$ cat src/rtl/fetch_instr_decode.sv
// Y86-64 fetch-stage control decoder.
// Classifies icode into valid / register-byte / constant flags and the
// instruction length. The flags are produced combinationally so the PC
// increment logic can form valP in the same cycle. A registered copy of
// all four results is kept for the downstream stages.
module fetch_instr_decode (
  input  logic       clk,
  input  logic       rst_n,
  input  logic [3:0] icode,
  input  logic       en,
  output logic       instr_valid,
  output logic       need_regids,
  output logic       need_valC,
  output logic [3:0] instr_len,
  output logic       instr_valid_q,
  output logic       need_regids_q,
  output logic       need_valC_q,
  output logic [3:0] instr_len_q
);

  // Opcode encodings (upper nibble of instruction byte 0).
  typedef enum logic [3:0] {
    IHALT   = 4'h0,
    INOP    = 4'h1,
    IRRMOVQ = 4'h2,
    IIRMOVQ = 4'h3,
    IRMMOVQ = 4'h4,
    IMRMOVQ = 4'h5,
    IOPQ    = 4'h6,
    IJXX    = 4'h7,
    ICALL   = 4'h8,
    IRET    = 4'h9,
    IPUSHQ  = 4'hA,
    IPOPQ   = 4'hB
  } icode_e;

  // Next-state values of the registered outputs.
  logic       instrValid_d;
  logic       needRegids_d;
  logic       needValC_d;
  logic [3:0] instrLen_d;

  // Decode icode into the three classification flags; every code is covered.
  always_comb begin
    instrValid_d = 1'b0;
    needRegids_d = 1'b0;
    needValC_d   = 1'b0;
    case (icode)
      IHALT, INOP, IRET: begin
        instrValid_d = 1'b1;
      end
      IRRMOVQ, IOPQ, IPUSHQ, IPOPQ: begin
        instrValid_d = 1'b1;
        needRegids_d = 1'b1;
      end
      IIRMOVQ, IRMMOVQ, IMRMOVQ: begin
        instrValid_d = 1'b1;
        needRegids_d = 1'b1;
        needValC_d   = 1'b1;
      end
      IJXX, ICALL: begin
        instrValid_d = 1'b1;
        needValC_d   = 1'b1;
      end
      default: begin
        instrValid_d = 1'b0;
        needRegids_d = 1'b0;
        needValC_d   = 1'b0;
      end
    endcase
  end

  // Length = opcode byte + optional register byte + optional 8-byte constant.
  always_comb begin
    instrLen_d = 4'd1 + {3'b000, needRegids_d} + {needValC_d, 3'b000};
  end

  assign instr_valid = instrValid_d;
  assign need_regids = needRegids_d;
  assign need_valC   = needValC_d;
  assign instr_len   = instrLen_d;

  // Capture the decode results; synchronous reset takes priority over enable.
  always_ff @(posedge clk) begin
    if (!rst_n) begin
      instr_valid_q <= 1'b0;
      need_regids_q <= 1'b0;
      need_valC_q   <= 1'b0;
      instr_len_q   <= 4'd0;
    end else if (en) begin
      instr_valid_q <= instrValid_d;
      need_regids_q <= needRegids_d;
      need_valC_q   <= needValC_d;
      instr_len_q   <= instrLen_d;
    end
  end

endmodule

$ cat config.mk
export PLATFORM = sky130hd
export DESIGN_NAME = fetch_instr_decode
export DESIGN_NICKNAME = d
export VERILOG_FILES = /design/src/rtl/fetch_instr_decode.sv
export SDC_FILE = /design/constraint.sdc
export NUM_CORES = 1
export LEC_CHECK = 0
export CORE_AREA = 5 5 42 44
export DETAILED_ROUTE_END_ITERATION = 8
export DIE_AREA = 0 0 47 49
export GPL_TIMING_DRIVEN = 1
export PLACE_DENSITY = 0.63
export SYNTH_ARGS = -nofsm -noshare
export SYNTH_HDL_FRONTEND = slang
export SYNTH_SLANG_ARGS = --single-unit
$ cat constraint.sdc
create_clock -name clk -period 0.85 [get_ports clk]
set_clock_uncertainty 0.05 [all_clocks]
set_input_delay 0.085 -clock clk [delete_from_list [all_inputs] [get_ports clk]]
set_output_delay 0.085 -clock clk [all_outputs]
set_load 0.01 [all_outputs]
==> metrics.txt <==
# TYPE chip_impl_metric gauge
chip_impl_metric{name="ioPinCount",unit=""} 21
chip_impl_metric{name="post_route_cells_drive_above_1_share",unit="%"} 68.6
chip_impl_metric{name="first_iter_violations",unit=""} 2
chip_impl_metric{name="vdd.ir_drop.worst",unit="V"} 0.000679
chip_impl_metric{name="grt_max_degree",unit=""} 9
chip_impl_metric{name="timing.critical_path.slowest_cell_delay",unit="ns"} 0.23
chip_impl_metric{name="crit_arrival",unit="ns"} 0.70
chip_impl_metric{name="maxCapViolCount",unit=""} 0
chip_impl_info{name="timing.critical_path.to_type",value="output pin"} 1
chip_impl_metric{name="layout.nets",unit=""} 60
chip_impl_metric{name="routedWlPerCell",unit="µm"} 11.1
chip_impl_metric{name="cts_made_buffers",unit=""} 3
chip_impl_metric{name="initial_antenna_violation_count",unit=""} 0
chip_impl_info{name="synth_top_cells_by_area",value="dfxtp_1, buf_4, o21ai_0"} 1
chip_impl_metric{name="grt_pass1_wl",unit="µm"} 1210
chip_impl_metric{name="setup_viol",unit=""} 0
chip_impl_metric{name="power_per_cell_area",unit="nW/µm²"} 1340
chip_impl_metric{name="drt_first_pass_iters",unit=""} 3
chip_impl_metric{name="syn_area_per_cell",unit="µm²"} 8.22
chip_impl_metric{name="holdWs",unit="ns"} 0.115
chip_impl_metric{name="unique_cell_type_count_in_the_yosys_netlist",unit=""} 16
chip_impl_info{name="status",value="completed"} 1
chip_impl_metric{name="dr_total_vias",unit=""} 287
chip_impl_metric{name="synth_compound_gate_area_share",unit="%"} 24.4
chip_impl_metric{name="clockBufferDepth",unit=""} 2
chip_impl_metric{name="cts_max_level",unit=""} 1
chip_impl_info{name="hold_path_startpoint",value="icode[1]"} 1
chip_impl_metric{name="hold_viol_final",unit=""} 0
chip_impl_metric{name="place_congestion",unit=""} 0.650
chip_impl_metric{name="synth.yosys.warnings",unit=""} 0
chip_impl_metric{name="clk_transition_reported_paths",unit="ns"} 0.04
chip_impl_metric{name="viasPerCell",unit=""} 4.28
chip_impl_metric{name="non_filler_instance_count_after_layout",unit=""} 67
chip_impl_info{name="layout.cells.most_common_list",value="buf_6, buf_4, buf_2"} 1
chip_impl_metric{name="static_leakage_power",unit="µW"} 0.000254
chip_impl_metric{name="cts_sinks",unit=""} 4
chip_impl_info{name="mostFrequentLayoutCell",value="buf_6"} 1
chip_impl_metric{name="post_drt_antenna_nets",unit=""} 0
chip_impl_metric{name="placed_cells_incl_taps",unit=""} 60
chip_impl_metric{name="cp.required",unit="ns"} 0.71
chip_impl_metric{name="postSynthRegisterBits",unit=""} 4
chip_impl_metric{name="crit_fanout",unit=""} 5
chip_impl_metric{name="die_area",unit="µm²"} 2300
chip_impl_metric{name="final_util",unit="%"} 36.3
chip_impl_metric{name="synth-xor-area-share",unit="%"} 0
chip_impl_metric{name="final_period_minus_worst_setup_slack",unit="ns"} 0.836
chip_impl_metric{name="slew_violations",unit=""} 0
chip_impl_metric{name="clock_latency",unit="ns"} 0.23
chip_impl_info{name="cp_cell_sequence",value="buf_8 -> nor2b_4 -> a21bo_4 -> inv_2 -> buf_6"} 1
chip_impl_metric{name="grt-ovfl-total",unit=""} 0
chip_impl_metric{name="post-route-drc-count",unit=""} 0
chip_impl_metric{name="fmax",unit="GHz"} 1.20
chip_impl_metric{name="coreArea",unit="µm²"} 1400
chip_impl_metric{name="reg2reg_slack",unit="ns"} 0.15
chip_impl_metric{name="totalWireLength",unit="µm"} 742
chip_impl_info{name="worstHoldPathType",value="in -> reg"} 1
chip_impl_metric{name="floorplan.die.width",unit="µm"} 47
chip_impl_metric{name="num_antenna_cells",unit=""} 0
chip_impl_info{name="cts_tree",value="yes"} 1
chip_impl_metric{name="synth_area",unit="µm²"} 246
chip_impl_info{name="criticalPathCategory",value="in -> out"} 1
chip_impl_info{name="launching_element_type_of_the_critical_path",value="primary input"} 1
chip_impl_metric{name="layout-area-overhead-vs-synth",unit="%"} 107
chip_impl_info{name="timing.critical_path.slowest_stage_cell",value="a21bo_4"} 1
chip_impl_metric{name="port-buffer-count",unit=""} 18
chip_impl_info{name="dominant_combinational_cell_family_by_area_after_synthesis",value="compound AO/OA/AOI/OAI gates"} 1
chip_impl_metric{name="fillCellCount",unit=""} 160
chip_impl_metric{name="groute.usage.overall",unit="%"} 7.68
chip_impl_metric{name="synth-adder-area-share",unit="%"} 0
chip_impl_metric{name="synth_top_area_share",unit="%"} 32.5
chip_impl_info{name="synthDominantAreaCellType",value="dfxtp_1"} 1
chip_impl_info{name="ctsRootBufferMaster",value="clkbuf_4"} 1
chip_impl_metric{name="synthSimpleGateAreaFrac",unit="%"} 21.8
chip_impl_metric{name="initial_core_util",unit="%"} 17.6
chip_impl_metric{name="final.period_utilization",unit="%"} 98.3
chip_impl_metric{name="yosysSeqAreaShare",unit="%"} 32.5
chip_impl_metric{name="synthesis.instances",unit=""} 30
chip_impl_metric{name="place_hpwl",unit="µm"} 517
chip_impl_info{name="timing.rr.start",value="instr_len_q[3]"} 1
chip_impl_metric{name="die_height",unit="µm"} 49
chip_impl_metric{name="multiplexer_area_fraction_after_synthesis",unit="%"} 0
chip_impl_metric{name="grt_pass1_vias",unit=""} 291
chip_impl_info{name="rsz_0062_raised_after_global_routing",value="yes"} 1
chip_impl_info{name="critPathLaunch",value="icode[2]"} 1
chip_impl_metric{name="floorplan.rows",unit=""} 14
==> state kept, by name (all words and copies together), names as in the netlist <==
name / cells
instr_valid_q: 1
instr_len_q: 3
==> cells in the mapped netlist <==
cell	count
a21oi_1	1
buf_4	6
conb_1	1
o211a_1	1
o21bai_1	1
inv_1	1
nand3_1	1
or2_2	1
dfxtp_1	4
nor2b_4	1
a21bo_2	1
a31oi_1	2
nor3b_1	1
nand2b_1	1
nand2_1	4
o21ai_0	3
==> metal layers <==
| metal | share of wire [%] | track usage [%] | wire (µm) |
|---|---|---|---|
| met1 | 35 | 7.47 | 257 |
| met2 | 49 | 11.1 | 363 |
| met3 | 16 | 8.49 | 121 |
| met4 | 0 | 1.38 | 0 |
| met5 | 0 | 0 | 0 |
==> layout make-up <==
class                           instances  area [µm²]  share of cell area (%)
Clock buffer                            3        22.5                    4.42
Inverter                                1        3.75                   0.737
Tap cell                               16        20.0                    3.93
Multi-Input combinational cell         20         170                    33.4
Sequential cell                         4        83.8                    16.5
Timing Repair Buffer                   23         209                    41.0
==> timing repair <==
| action | 4_1_cts | 5_1_grt |
|---|---|---|
| gates resized for setup | 83 | 7 |
| pin swaps | 5 | 2 |
| setup buffers | 3 | 1 |
| hold buffers | 0 | 0 |
| endpoints found under the setup margin | 15 | 12 |
==> stage by stage <==
stage	setup TNS [ns]	power (µW)	instance area, µm²	setup slack (ns)
global placement	-7.16	411	413	-0.888
finish	0	680	509	0.0143
CTS	0	680	477	0.00743
floorplan	0	306	250	0.0412
detailed placement	-7.29	412	413	-0.899
global route	-0.0656	733	509	-0.0223
==> critical path: cells and delay by family <==
family	cells	cell delay, ns
buf+inv	3	0.25
compound gates	1	0.23
simple gates	1	0.13
==> power by group <==
| part | switching, µW | internal (µW) | total, µW |
|---|---|---|---|
| clock | 76.2 | 158 | 234 |
| sequential | 8.54 | 205 | 214 |
| combinational | 97.1 | 136 | 233 |
| total | 182 | 498 | 680 |
==> worst paths after layout <==
check             cells after the start             end
hold / removal                        3  instr_len_q[1]
setup / recovery                      5    instr_len[0]
hold reg to reg                       1   instr_valid_q
setup reg to reg                      2  instr_len_q[3]
==> logic make-up (layout without fill, tap and decap cells) <==
family,after synthesis,after routing
other,1,2
AOI/OAI and AO/OA,9,9
and+or+nand+nor,9,9
buffers and inverters,7,27
DFF,4,4
No activity file was read; power rests on OpenSTA's default activity.
